[src/rtl/bpu_resolve_if.sv]
// Prediction push and execute resolution bundle between
// the fetch/BPU stage and the branch resolve queue.
interface bpu_resolve_if #(
  parameter int AW = 8
) ();
  logic          pred_valid_i;
  logic          pred_ready_o;
  logic          pred_taken_i;
  logic [AW-1:0] pred_pc_i;
  logic [AW-1:0] pred_target_i;
  logic          res_valid_i;
  logic          res_taken_i;
  logic [AW-1:0] res_target_i;

  modport slave (
    input  pred_valid_i, pred_taken_i,
    input  pred_pc_i, pred_target_i,
    input  res_valid_i, res_taken_i,
    input  res_target_i,
    output pred_ready_o
  );

  modport master (
    output pred_valid_i, pred_taken_i,
    output pred_pc_i, pred_target_i,
    output res_valid_i, res_taken_i,
    output res_target_i,
    input  pred_ready_o
  );
endinterface

[src/rtl/bpu_resolve_queue.sv]
// In-order queue of branch predictions; checks each against
// execute's outcome, updates the BPU and flushes on mispredict.
module bpu_resolve_queue #(
  parameter int DEPTH      = 4,
  parameter int ADDR_WIDTH = 8,
  parameter int CNT_WIDTH  = 16
) (
  input  logic                      clk_i,
  input  logic                      rst_i,
  bpu_resolve_if.slave              bus,
  output logic                      upd_valid_o,
  output logic                      conditional_jump_o,
  output logic                      shouldnt_jump_o,
  output logic [ADDR_WIDTH-1:0]     upd_pc_o,
  output logic                      flush_o,
  output logic [ADDR_WIDTH-1:0]     redirect_pc_o,
  output logic [$clog2(DEPTH):0]    count_o,
  output logic [CNT_WIDTH-1:0]      mispredict_cnt_o,
  output logic                      underflow_o
);
  localparam int PW = $clog2(DEPTH);

  typedef struct packed {
    logic                  taken;
    logic [ADDR_WIDTH-1:0] pc;
    logic [ADDR_WIDTH-1:0] target;
  } entry_t;

  typedef enum logic {RUN, FLUSH} state_t;

  state_t state_q, state_d;
  entry_t mem_q [DEPTH];
  entry_t head, wentry;

  logic [PW:0] wr_q, wr_d, rd_q, rd_d, cnt;
  logic run, full, ready, pop, mis, push;

  logic                  upd_v_q, upd_v_d;
  logic                  cj_q, cj_d;
  logic                  sj_q, sj_d;
  logic                  fl_q, fl_d;
  logic                  uf_q, uf_d;
  logic [ADDR_WIDTH-1:0] upc_q, upc_d;
  logic [ADDR_WIDTH-1:0] rpc_q, rpc_d;
  logic [CNT_WIDTH-1:0]  mc_q, mc_d;

  assign cnt   = wr_q - rd_q;
  assign full  = (wr_q[PW] != rd_q[PW]) &&
                 (wr_q[PW-1:0] == rd_q[PW-1:0]);
  assign head  = mem_q[rd_q[PW-1:0]];
  assign run   = (state_q == RUN);
  assign ready = run && !full;
  assign pop   = run && bus.res_valid_i && (cnt != '0);
  assign mis   = pop &&
                 ((head.taken != bus.res_taken_i) ||
                  (bus.res_taken_i &&
                   (head.target != bus.res_target_i)));
  // A mispredict squashes the same-cycle push along with the queue
  assign push  = bus.pred_valid_i && ready && !mis;

  assign wentry = '{taken:  bus.pred_taken_i,
                    pc:     bus.pred_pc_i,
                    target: bus.pred_target_i};

  always_comb begin
    state_d = RUN;
    wr_d    = wr_q;
    rd_d    = rd_q;
    upd_v_d = pop;
    cj_d    = pop && bus.res_taken_i;
    sj_d    = pop && head.taken && !bus.res_taken_i;
    fl_d    = mis;
    upc_d   = upc_q;
    rpc_d   = rpc_q;
    mc_d    = mc_q;
    uf_d    = uf_q;
    unique case (1'b1)
      !run: state_d = RUN;
      mis: begin
        state_d = FLUSH;
        rd_d    = wr_q;
      end
      default: begin
        if (push) wr_d = wr_q + 1'b1;
        if (pop)  rd_d = rd_q + 1'b1;
      end
    endcase
    if (pop) upc_d = head.pc;
    if (mis) begin
      rpc_d = bus.res_taken_i ? bus.res_target_i
                              : head.pc + ADDR_WIDTH'(1);
      if (~&mc_q) mc_d = mc_q + 1'b1;
    end
    if (run && bus.res_valid_i && (cnt == '0)) uf_d = 1'b1;
  end

  always_ff @(posedge clk_i) begin
    if (rst_i) begin
      state_q <= RUN;
      wr_q    <= '0;
      rd_q    <= '0;
      upd_v_q <= 1'b0;
      cj_q    <= 1'b0;
      sj_q    <= 1'b0;
      fl_q    <= 1'b0;
      upc_q   <= '0;
      rpc_q   <= '0;
      mc_q    <= '0;
      uf_q    <= 1'b0;
    end else begin
      state_q <= state_d;
      wr_q    <= wr_d;
      rd_q    <= rd_d;
      upd_v_q <= upd_v_d;
      cj_q    <= cj_d;
      sj_q    <= sj_d;
      fl_q    <= fl_d;
      upc_q   <= upc_d;
      rpc_q   <= rpc_d;
      mc_q    <= mc_d;
      uf_q    <= uf_d;
    end
  end

  always_ff @(posedge clk_i) begin
    if (!rst_i && push) mem_q[wr_q[PW-1:0]] <= wentry;
  end

  assign bus.pred_ready_o    = ready;
  assign upd_valid_o         = upd_v_q;
  assign conditional_jump_o  = cj_q;
  assign shouldnt_jump_o     = sj_q;
  assign upd_pc_o            = upc_q;
  assign flush_o             = fl_q;
  assign redirect_pc_o       = rpc_q;
  assign count_o             = cnt;
  assign mispredict_cnt_o    = mc_q;
  assign underflow_o         = uf_q;
endmodule

[src/flat_wrapper.sv]
// flat-port wrapper written by rule: the top's interface ports become plain ports
module bpu_resolve_queue_flat 
#(
  parameter int DEPTH      = 4,
  parameter int ADDR_WIDTH = 8,
  parameter int CNT_WIDTH  = 16
)
  (clk_i, rst_i, upd_valid_o, conditional_jump_o, shouldnt_jump_o, upd_pc_o, flush_o, redirect_pc_o, count_o, mispredict_cnt_o, underflow_o, bus_pred_valid_i, bus_pred_taken_i, bus_pred_pc_i, bus_pred_target_i, bus_res_valid_i, bus_res_taken_i, bus_res_target_i, bus_pred_ready_o);
  bpu_resolve_if #(.AW(8)) bus_i ();
  input  logic clk_i;
  input  logic rst_i;
  output logic upd_valid_o;
  output logic conditional_jump_o;
  output logic shouldnt_jump_o;
  output logic [ADDR_WIDTH-1:0] upd_pc_o;
  output logic flush_o;
  output logic [ADDR_WIDTH-1:0] redirect_pc_o;
  output logic [$clog2(DEPTH):0] count_o;
  output logic [CNT_WIDTH-1:0] mispredict_cnt_o;
  output logic underflow_o;
  input wire logic [$bits(bus_i.pred_valid_i)-1:0] bus_pred_valid_i;
  input wire logic [$bits(bus_i.pred_taken_i)-1:0] bus_pred_taken_i;
  input wire logic [$bits(bus_i.pred_pc_i)-1:0] bus_pred_pc_i;
  input wire logic [$bits(bus_i.pred_target_i)-1:0] bus_pred_target_i;
  input wire logic [$bits(bus_i.res_valid_i)-1:0] bus_res_valid_i;
  input wire logic [$bits(bus_i.res_taken_i)-1:0] bus_res_taken_i;
  input wire logic [$bits(bus_i.res_target_i)-1:0] bus_res_target_i;
  output wire logic [$bits(bus_i.pred_ready_o)-1:0] bus_pred_ready_o;
  assign bus_i.pred_valid_i = bus_pred_valid_i;
  assign bus_i.pred_taken_i = bus_pred_taken_i;
  assign bus_i.pred_pc_i = bus_pred_pc_i;
  assign bus_i.pred_target_i = bus_pred_target_i;
  assign bus_i.res_valid_i = bus_res_valid_i;
  assign bus_i.res_taken_i = bus_res_taken_i;
  assign bus_i.res_target_i = bus_res_target_i;
  assign bus_pred_ready_o = bus_i.pred_ready_o;
  bpu_resolve_queue #(.DEPTH(DEPTH), .ADDR_WIDTH(ADDR_WIDTH), .CNT_WIDTH(CNT_WIDTH)) u_core (.clk_i(clk_i), .rst_i(rst_i), .bus(bus_i), .upd_valid_o(upd_valid_o), .conditional_jump_o(conditional_jump_o), .shouldnt_jump_o(shouldnt_jump_o), .upd_pc_o(upd_pc_o), .flush_o(flush_o), .redirect_pc_o(redirect_pc_o), .count_o(count_o), .mispredict_cnt_o(mispredict_cnt_o), .underflow_o(underflow_o));
endmodule
[config.mk]
export PLATFORM = sky130hd
export DESIGN_NAME = bpu_resolve_queue_flat
export DESIGN_NICKNAME = d
export VERILOG_FILES = /design/src/rtl/bpu_resolve_if.sv /design/src/rtl/bpu_resolve_queue.sv /design/src/flat_wrapper.sv
export SDC_FILE = /design/constraint.sdc
export NUM_CORES = 1
export LEC_CHECK = 0
export ABC_CLOCK_PERIOD_IN_PS = 4200
export CORE_AREA = 4 4 136 99
export DETAILED_ROUTE_END_ITERATION = 8
export DIE_AREA = 0 0 140 103
export PLACE_DENSITY_LB_ADDON = 0.3
export SLEW_MARGIN = 20
export SYNTH_ARGS = -nofsm -noshare
export SYNTH_HDL_FRONTEND = slang
export SYNTH_SLANG_ARGS = --single-unit
[constraint.sdc]
create_clock -name clk_i -period 4.2 [get_ports clk_i]
set_clock_uncertainty 0.2 [all_clocks]
set_input_delay 0.63 -clock clk_i [delete_from_list [all_inputs] [get_ports clk_i]]
set_output_delay 0.63 -clock clk_i [all_outputs]
set_load 0.1 [all_outputs]
==> run summary <==
The worst register-to-register path has a setup slack of 0.57 ns. The clock reaches the later pin of the worst-skew pair after 0.41 ns. The dominant register cell in the synthesized netlist is edfxtp_1. The relative contribution of the clock network to total power is 30.9%.

The arrival time at the worst endpoint came out at 3.57 ns. The post-CTS resize count came out at 0. The capture point of the worst reg-to-reg path is u_core.mem_q[3][8]$_DFFE_PP_. The final count of hold timing violations came out at 0.

The run finished with clean final reports. The total of flip-flops plus latches after synthesis came out at 113. The initial core utilization came out at 39.4%.

The average size of a mapped cell is 13.3 µm². Clock tree synthesis selected as its root buffer the cell clkbuf_16. Leaving out fill and tap cells, the most frequent cells in the layout are 68 x edfxtp_1, 67 x clkdlybuf4s50_1, 45 x dfxtp_1. The core region area came out at 12200 µm². The required time of the critical path came out at 4.14 ns.

The total of max-cap violations came out at 0. The static leakage power is 2.23 nW. The setup fix buffers added after clock tree synthesis is 0. The post-route worst hold slack is 0.272 ns. The top fanout value on the critical path came out at 25. The count of unresolved DRC violations after routing is 0.

The pin count of the biggest net entering global routing is 50. The register area share after synthesis came out at 61.4%. At the pin with the least slew margin, the transition time is 0.981 ns. TritonCTS built the clock tree.

The die boundary height came out at 103 µm. For this design the total switching power over the nets is 1.87 mW. The clock transition at the registers of the reported paths is 0.05 ns. The reg-to-reg startpoint is u_core.wr_q[0]$_SDFFE_PP0P_. Across every metal layer, demand over resource in global routing totals 15.8%. The die covers 14400 µm².

The number of library cell types mapped by synthesis is 46. The number of antenna violations at the first check in global routing came out at 0. The detail route stage leaves a number of antenna-violating nets equal to 0. After global routing the overflow that remains totals 0. The path depth of the worst reg2reg path came out at 11. The internal power component is 2.84 mW.

The width of the die is 140 µm. The count of mapped cells out of synthesis is 361. The per-cell via count in the routed design is 5.12. The length of the first detailed-routing pass in iterations is 5.

The most common cell after layout, fill and taps aside is edfxtp_1. The highest attainable clock frequency is 276 MHz. The share of total power dissipated in sequential elements is 30.9%. In this run the worst hold path is classified as flip-flop to flip-flop. The ratio of final minimum period to clock period is 86.4%. The layout overhead on the synthesized area is 31.2%. The most critical setup path has its endpoint at u_core.mem_q[3][8]$_DFFE_PP_.

The net switching fraction of the power came out at 39.7%. The layout has 1045 filler cells. The antenna diode count is 0. The fraction of layout cells with a size suffix above 1 is 15.0%. The fraction of the core area covered by cells at the end of the flow came out at 51.6%. The max-slew violation total from the final report was 0. Counting flops with a built-in enable in the synthesized netlist gives 68. The total wire length came out at 10900 µm.

The first global-routing pass estimated 17100 µm of wire. In the synthesized netlist the async set-or-reset flop fraction comes to 0%. Across the VDD grid, the largest voltage drop is 0.355 mV. The setup path with the least slack is of type flip-flop to flip-flop. The congestion estimate from routability-driven global placement came to 0.841. The number of warning messages in the yosys log is 0. The combinational share of power came out at 38.2%. Setup repair after global routing left no endpoint under its margin. The post-detailed-route wirelength per cell is 17.7 µm. The worst setup path is captured at a flip-flop.

The deepest level of the CTS H-tree is 4. The power per cell area is 749 nW/µm². The count of pins on the block boundary came out at 71. The row count came out at 34. The count of clock tree sinks came out at 113. The shortest period the worst path allows came out at 3.63 ns. The netlist area before placement is 4790 µm². The net count after synthesis came out at 401. Clock tree synthesis inserted a total of 17 buffers. The net count reported at finish is 482. The count of buffers inserted at the top-level ports is 70. The count of routing violations after the opening detailed-route iteration came out at 209. The critical path starts at u_core.wr_q[0]$_SDFFE_PP0P_. The count of final setup violators came out at 0.

The number of global-route vias before repair is 3159. The number of vias after detailed routing is 3151. The worst slew margin relative to its limit came out at 34.4%. The number of hold buffers added after CTS is 0. The maximum clock insertion buffer count is 2.

The total negative slack came out at 0 ns. The kind of start point of the critical path is a flip-flop. The placed wire-length estimate after detailed placement came out at 7340 µm.
cells in the mapped netlist (9+ instances only):
master / instances / area (µm²)
mux2i_1: 13 / 130
o21ai_0: 12 / 60.1
nand3_1: 9 / 45.0
edfxtp_1: 68 / 2040
dfxtp_1: 45 / 901
and3_1: 15 / 93.8
mux4_2: 15 / 338
ha_1: 9 / 113
a21oi_1: 19 / 95.1
xor2_1: 17 / 149
nand4_1: 9 / 56.3
nand2_1: 29 / 109
nor2_1: 24 / 90.1
registers in the layout (all words and copies together), names as in the netlist, named ones only:
| signal | flops |
|---|---|
| u_core.conditional_jump_o | 1 |
| u_core.flush_o | 1 |
| u_core.mem_q | 68 |
| u_core.mispredict_cnt_o | 16 |
| u_core.rd_q | 3 |
| u_core.redirect_pc_o | 8 |
| u_core.shouldnt_jump_o | 1 |
| u_core.underflow_o | 1 |
| u_core.upd_pc_o | 8 |
| u_core.upd_valid_o | 1 |
| u_core.wr_q | 3 |
power by group through the flow:
stage / registers, mW / clock network, mW / logic, mW
after floorplan: 2.02 / 0 / 0.824
after global placement: 1.47 / 0 / 1.78
after detailed placement: 1.47 / 0 / 1.81
after CTS: 1.45 / 1.48 / 1.81
after global routing: 1.47 / 1.54 / 1.90
final: 1.45 / 1.45 / 1.80
worst min path at each step:
stage | start | to | slack [ns] | depth (start not counted)
final | u_core.redirect_pc_o[3]$_SDFFE_PP0P_ | u_core.redirect_pc_o[3]$_SDFFE_PP0P_ | 0.27 | 2
after global routing | u_core.redirect_pc_o[2]$_SDFFE_PP0P_ | u_core.redirect_pc_o[2]$_SDFFE_PP0P_ | 0.28 | 2
after CTS | u_core.redirect_pc_o[2]$_SDFFE_PP0P_ | u_core.redirect_pc_o[2]$_SDFFE_PP0P_ | 0.28 | 2
after detailed placement | u_core.underflow_o$_SDFFE_PP0P_ | u_core.underflow_o$_SDFFE_PP0P_ | 0.27 | 2
after global placement | u_core.redirect_pc_o[2]$_SDFFE_PP0P_ | u_core.redirect_pc_o[2]$_SDFFE_PP0P_ | 0.26 | 2
after floorplan | u_core.rd_q[0]$_SDFFE_PP0N_ | flip-flop | 0.29 | 2
per-stage QoR:
stage               power, mW  instance area [µm²]  std cells  worst slack (ns)
floorplan                2.85                 4800        361            0.0616
global placement         3.25                 5690        585             0.692
detailed placement       3.28                 5690        585             0.574
CTS                      4.74                 6280        615             0.571
global route             4.91                 6280        615             0.365
finish                   4.70                 6280        615             0.573
critical path, cell delays in order (launching register included):
cell and delay [ns]:
dfxtp_1 0.38, inv_1 0.12, ha_1 0.21, fa_1 0.36, xnor3_1 0.19, and3_1 0.20
nand3b_4 0.35, nor2_4 0.31, nand2_2 0.30, and3_1 0.31, nor2b_1 0.13, buf_4 0.25
logic make-up (layout without fill, tap and decap cells):
kind of cell | Yosys count | count (layout) | synth area share (%)
flops | 113 | 113 | 61.4
compound gates | 44 | 44 | 5.43
mux | 30 | 30 | 10.2
buf+inv | 23 | 115 | 2.19
xor+xnor | 24 | 24 | 4.68
fa+ha+maj | 10 | 10 | 2.77
simple gates | 117 | 117 | 13.2
final cells by class:
type	instances	area, µm²	area share [%]
sequential	113	2940	46.8
multi-input combinational	225	1760	28.1
timing repair buffer	78	751	11.9
clock buffer	18	429	6.83
tap	162	203	3.23
clock inverter	12	168	2.67
inverter	7	26.3	0.418
routing by layer:
metal,wire [µm],GRT usage [%],up-vias
li1,-,-,1504
met1,4980,21.0,1541
met2,5210,24.9,96
met3,576,4.68,10
met4,126,5.66,0
met5,0,0,-
Power figures use the tool's default switching activity.
==> edit 1, RTL diff (same flow settings) <==
`mc_q` no longer has a reset.
--- a/src/rtl/bpu_resolve_queue.sv
+++ b/src/rtl/bpu_resolve_queue.sv
@@ -105,7 +105,6 @@
       fl_q    <= 1'b0;
       upc_q   <= '0;
       rpc_q   <= '0;
-      mc_q    <= '0;
       uf_q    <= 1'b0;
     end else begin
       state_q <= state_d;
@@ -117,9 +116,12 @@
       fl_q    <= fl_d;
       upc_q   <= upc_d;
       rpc_q   <= rpc_d;
-      mc_q    <= mc_d;
       uf_q    <= uf_d;
     end
+  end
+
+  always_ff @(posedge clk_i) begin
+    mc_q <= mc_d;
   end
 
   always_ff @(posedge clk_i) begin
Check against the original RTL: differs if rst_i is asserted again (counterexample within 4 cycles, from zero or initial values and one cycle with rst_i high); with rst_i held inactive, the same outputs for 10 cycles.
==> edit 1 against the original RTL <==
  * Maximum frequency increased by 2.0%
  * Setup slack better by 70 ps
  * Sequential cell count unchanged
  * Cell count fell by 0.49%
  * Wire length down 2.4%
  * Synthesized area is 2.7% higher
  * Cell area is 2.3% higher
  * Count of clock-buffer cells in the layout down 1
  * Utilization up 1.2 points
  * Synthesized cell count decreased by 2.5%
  * Largest cell class unchanged
Power is left out: the tool's default activity adds up to more than one toggle a clock period on the data nets, which glitch-free logic cannot reach.
==> edit 1: results (changes against the original RTL) <==
- Buffer count from post-CTS setup fixing: 0 (unchanged)
- Most area-consuming cells after synthesis: sky130_fd_sc_hd__edfxtp_1 (51%), sky130_fd_sc_hd__dfxtp_1 (12%), sky130_fd_sc_hd__mux2i_1 (4.7%), sky130_fd_sc_hd__mux4_2 (4.6%), sky130_fd_sc_hd__xor2_1 (3.0%)
- Arr. time, crit path: 3460 ps (-110 ps)
- Max-capacitance violation count: 0 (unchanged)
- Post-cts repair resize count: 0 (unchanged)
- Clock Latency Late Sink: 410 ps (about the same)
- First-pass detailed-route iteration total: 4 (-1)
- Total routing resource utilization after global routing: 15.8% (+0.063 points)
- Slowest cell on the critical path: sky130_fd_sc_hd__dfxtp_1
- Number of different library cells in the post-synthesis netlist: 50 (+8.7%)
- Number of buffers inserted during clock tree synthesis: 17 (unchanged)
- Sequential element share of the synthesized area: 63.1% (+1.7 points)
- Max-slew violation total from the final report: 0 (unchanged)
- Detailed Route Iter0 Violations: 187 (-11%)
- Outcome: finished clean
- Maximum number of pins on one net before global-route repair: 33 (-34%)
- Antenna violations before repair: 0 (unchanged)
- Number of endpoints failing setup at the final stage: 0 (unchanged)
- Net count, final: 477 (-1.0%)
- Overall via count from detail_route: 3,077 (-2.3%)
- Area post-placement: 0.00582 mm^2 (+2.3%)
- Max FO, Critical Path: 17 (-32%)
- Clock tree root driver cell: sky130_fd_sc_hd__clkbuf_16
- Layout fillers: 1,028 (-1.6%)
- Final wirelength: 10,600 um (-2.4%)
- Actual transition at the worst max-transition pin: 1010 ps (+25.0 ps)
- Worst path max stage delay: 420 ps (+40 ps)
- Async set-or-reset flop fraction in the synthesized netlist: 0% (unchanged)
- Type of the tightest min-delay check: reg -> reg
- Post-Synth Adder-Cell Area: 2.70% (-0.072 points)
- Number of synthesized flops with an enable pin: 84 (+24%)
- DRC viols: 0 (unchanged)
- Number of flip-flops in the largest register: 68 (unchanged)
- Number of global-route vias before repair: 3,239 (+2.5%)
- R2r setup slk: 640 ps (+70 ps)
- Clock transition at the register clock pins on the worst setup and hold paths after CTS: 50 ps (about the same)
- Count of synthesis-stage warnings from yosys: 0 (unchanged)
- Post-synth top cells: sky130_fd_sc_hd__edfxtp_1 (84), sky130_fd_sc_hd__nand2_1 (32), sky130_fd_sc_hd__dfxtp_1 (29)
- Sum of net half-perimeters after detailed placement: 7660 um (+4.2%)
- Post-Synth XOR/XNOR Area: 6.34% (+1.7 points)
- Compound-Gate Fraction of Synth Area: 6.13% (+0.70 points)
- Mux share of post-synthesis cell area: 9.80% (-0.44 points)
- Depth of the CTS H-tree: 4 (unchanged)
- Number of nets produced by synthesis: 392 (-2.2%)
- Maximum buffer depth of the clock tree: 2 (unchanged)
- Final Wtd Congestion: 0.781 (-7.1%)
- Fraction of final layout cells with drive strength greater than 1: 14.7% (-0.34 points)
- First-pass GRT wire length: 17,100 um (+0.45%)
[edit 1: layer usage]
metal  vias to the layer above  global-route usage, %  wire length (um)
met5                         -                      0                 0
met4                         0                   6.25               192
met3                        17                   5.24               589
met2                        77                   25.0              4830
met1                      1511                   20.5              5020
li1                       1472                      -                 -
[edit 1: final cells by class]
type,count,area (um^2),area share (%)
clock buffer,17,425,6.62
clock inverter,15,185,2.88
inverter,12,45.0,0.701
multi-input combinational,212,1690,26.3
sequential,113,3100,48.3
tap,162,203,3.15
timing repair buffer,81,776,12.1
[edit 1: final timing paths]
kind	cells past startpoint	to	start
max	11	u_core.mispredict_cnt_o[5]$_DFFE_PP_	u_core.wr_q[0]$_SDFFE_PP0P_
min	2	u_core.upd_pc_o[4]$_SDFFE_PP0N_	u_core.upd_pc_o[4]$_SDFFE_PP0N_
max reg2reg	11	u_core.mispredict_cnt_o[5]$_DFFE_PP_	u_core.wr_q[0]$_SDFFE_PP0P_
min reg2reg	2	u_core.upd_pc_o[4]$_SDFFE_PP0N_	u_core.upd_pc_o[4]$_SDFFE_PP0N_
[edit 1: kinds of logic (layout without fill, tap and decap cells)]
group / after synthesis / in the layout
DFF: 113 / 113
and+or+nand+nor: 91 / 91
adders and majority gates: 10 / 10
AOI/OAI and AO/OA: 42 / 42
buffers and inverters: 27 / 125
xor gates and xnor gates: 34 / 34
muxes: 35 / 35
[edit 1: worst max-delay path: cells and delay by family, from the launching register on]
family	cells	cell delay, ps
buffers and inverters	3	550
and+or+nand+nor	3	740
AOI/OAI and AO/OA	2	540
xor gates and xnor gates	1	200
adders and majority gates	2	590
DFF	1	420
[edit 1: per-stage QoR]
step                hold WS [ps]  utilization, %  setup slack, ps  std cells
floorplan                    295               -              230        352
global placement             247            47.8              745        580
detailed placement           253            47.8              640        580
CTS                          260            52.8              612        612
global route                 286            52.8              376        612
finish                       257            52.8              643        612
==> edit 2, RTL diff (same flow settings) <==
Made on the original files. `DEPTH` is set to 4 in 2 places; all go to 8.
--- a/src/rtl/bpu_resolve_queue.sv
+++ b/src/rtl/bpu_resolve_queue.sv
@@ -1,7 +1,7 @@
 // In-order queue of branch predictions; checks each against
 // execute's outcome, updates the BPU and flushes on mispredict.
 module bpu_resolve_queue #(
-  parameter int DEPTH      = 4,
+  parameter int DEPTH      = 8,
   parameter int ADDR_WIDTH = 8,
   parameter int CNT_WIDTH  = 16
 ) (
--- a/src/flat_wrapper.sv
+++ b/src/flat_wrapper.sv
@@ -1,7 +1,7 @@
 // flat-port wrapper written by rule: the top's interface ports become plain ports
 module bpu_resolve_queue_flat 
 #(
-  parameter int DEPTH      = 4,
+  parameter int DEPTH      = 8,
   parameter int ADDR_WIDTH = 8,
   parameter int CNT_WIDTH  = 16
 )
Interface: changed (resized count_o); port bits go from 71 to 72. No check against the original RTL was run, so the function may have changed too.
==> edit 2 against the original RTL <==
  * Wire length rose by 66%
  * Utilization rose by 25 points
  * Critical endpoint is now u_core.mem_q[7][15]$_DFFE_PP_
  * Highest routed layer unchanged
  * First-iteration DRC count rose by 79%
  * Critical path type unchanged
  * Setup slack got worse by 210 ps
  * Largest cell class unchanged
  * Synthesized area rose by 60%
  * Cell area rose by 49%
  * Total power rose by 44%
  * Sequential cell count rose by 71
==> edit 2: results (changes against the original RTL) <==
- Count of multi-input gates: 305 (+36%)
- Sequential element share of the synthesized area: 65.7% (+4.2 points)
- Number of different library cells in the post-synthesis netlist: 54 (+17%)
- Layout Area Growth over Synthesis: 22.1%
- Maximum resistive drop on vdd: 541 uV (+53%)
- Placement Setup Slack: 420 ps (-154 ps)
- Fraction of final layout cells with drive strength greater than 1: 16.7% (+1.7 points)
- Net count, final: 652 (+35%)
- P_sw: 2.80 mW (+50%)
- Clock buffer count in the final layout: 17 (-1)
- Detailed Route Iter0 Violations: 374 (+79%)
- Total routing resource utilization after global routing: 25.8% (+10 points)
- Leak Pwr: 3.16 nW (+42%)
- Non-clock buffers: 92 (+18%)
- Outcome: finished clean
- Number of synthesized flops with an enable pin: 136 (+100%)
- Post-Synth XOR/XNOR Area: 1.60% (-3.1 points)
- Footprint of the multi-input gates: 0.00258 mm^2 (+47%)
- Clock transition at the register clock pins on the worst setup and hold paths after CTS: 70 ps (+20 ps)
- Number of nets produced by synthesis: 568 (+42%)
- Sum of net half-perimeters after detailed placement: 11,700 um (+59%)
- Max FO, Critical Path: 12 (-52%)
- M1 wire length: 7420 um (+49%)
- Worst path max stage delay: 680 ps (+300 ps)
- FF+latch count: 184 (+63%)
- Compound-Gate Fraction of Synth Area: 5.91% (+0.48 points)
- Detailed-routed wire length on met3: 1580 um (+170%)
- Non-clock inverters: 14 (+7)
- Buffering overhead: 9.39% (-2.6 points)
- Actual transition at the worst max-transition pin: 1050 ps (+71.2 ps)
- Met3 usage in global routing: 6.63% (+1.9 points)
- Area post-placement: 0.00877 mm^2 (+54%)
- Number of flip-flops in the largest register: 136 (+100%)
- First-pass GRT wire length: 27,700 um (+62%)
- Clk tree area frac: 6.54% (-3.0 points)
- Number of buffer cells added on primary ports: 71 (+1.4%)
- Via count normalized by instance count: 6.32 (+23%)
- Post-Synth Adder-Cell Area: 1.40% (-1.4 points)
- Most area-consuming cells after synthesis: sky130_fd_sc_hd__edfxtp_1 (53%), sky130_fd_sc_hd__dfxtp_1 (13%), sky130_fd_sc_hd__mux4_2 (6.2%), sky130_fd_sc_hd__mux2i_1 (4.8%), sky130_fd_sc_hd__nor2_1 (1.8%)
==> edit 2: changes by cell type in the layout (fill, tap and decap cells not counted), moves of 7 or more <==
cell / change
sky130_fd_sc_hd__nand2_1: -7
sky130_fd_sc_hd__mux2_2: +8
sky130_fd_sc_hd__nor2_1: +13
sky130_fd_sc_hd__a21oi_1: -8
sky130_fd_sc_hd__edfxtp_1: +68
sky130_fd_sc_hd__inv_1: +7
sky130_fd_sc_hd__buf_4: +14
sky130_fd_sc_hd__xor2_1: -12
sky130_fd_sc_hd__nand3_1: +8
sky130_fd_sc_hd__mux2i_1: +24
==> edit 2: power groups by stage <==
stage,Combinational (mW),Clock (mW),Sequential [mW]
2_1_floorplan,1.60,0,2.81
3_3_place_gp,2.71,0,2.30
3_5_place_dp,2.78,0,2.31
4_1_cts,2.81,1.67,2.28
5_1_grt,2.96,1.76,2.29
6_report,2.82,1.66,2.28
==> edit 2: path summary, 6_finish.rpt <==
| kind | from | to | slack (ps) | cells past startpoint |
|---|---|---|---|---|
| setup / recovery | register | u_core.mem_q[7][15]$_DFFE_PP_ | 360 | 10 |
| hold reg to reg | u_core.underflow_o$_SDFFE_PP0P_ | u_core.underflow_o$_SDFFE_PP0P_ | 270 | 2 |
| setup reg to reg | register | u_core.mem_q[7][15]$_DFFE_PP_ | 360 | 10 |
| hold / removal | u_core.underflow_o$_SDFFE_PP0P_ | u_core.underflow_o$_SDFFE_PP0P_ | 270 | 2 |
==> edit 2: through the flow <==
stage,instances,hold slack [ps]
6_report,789,271
5_1_grt,789,293
4_1_cts,789,272
3_5_place_dp,757,258
3_3_place_gp,757,253
2_1_floorplan,530,290
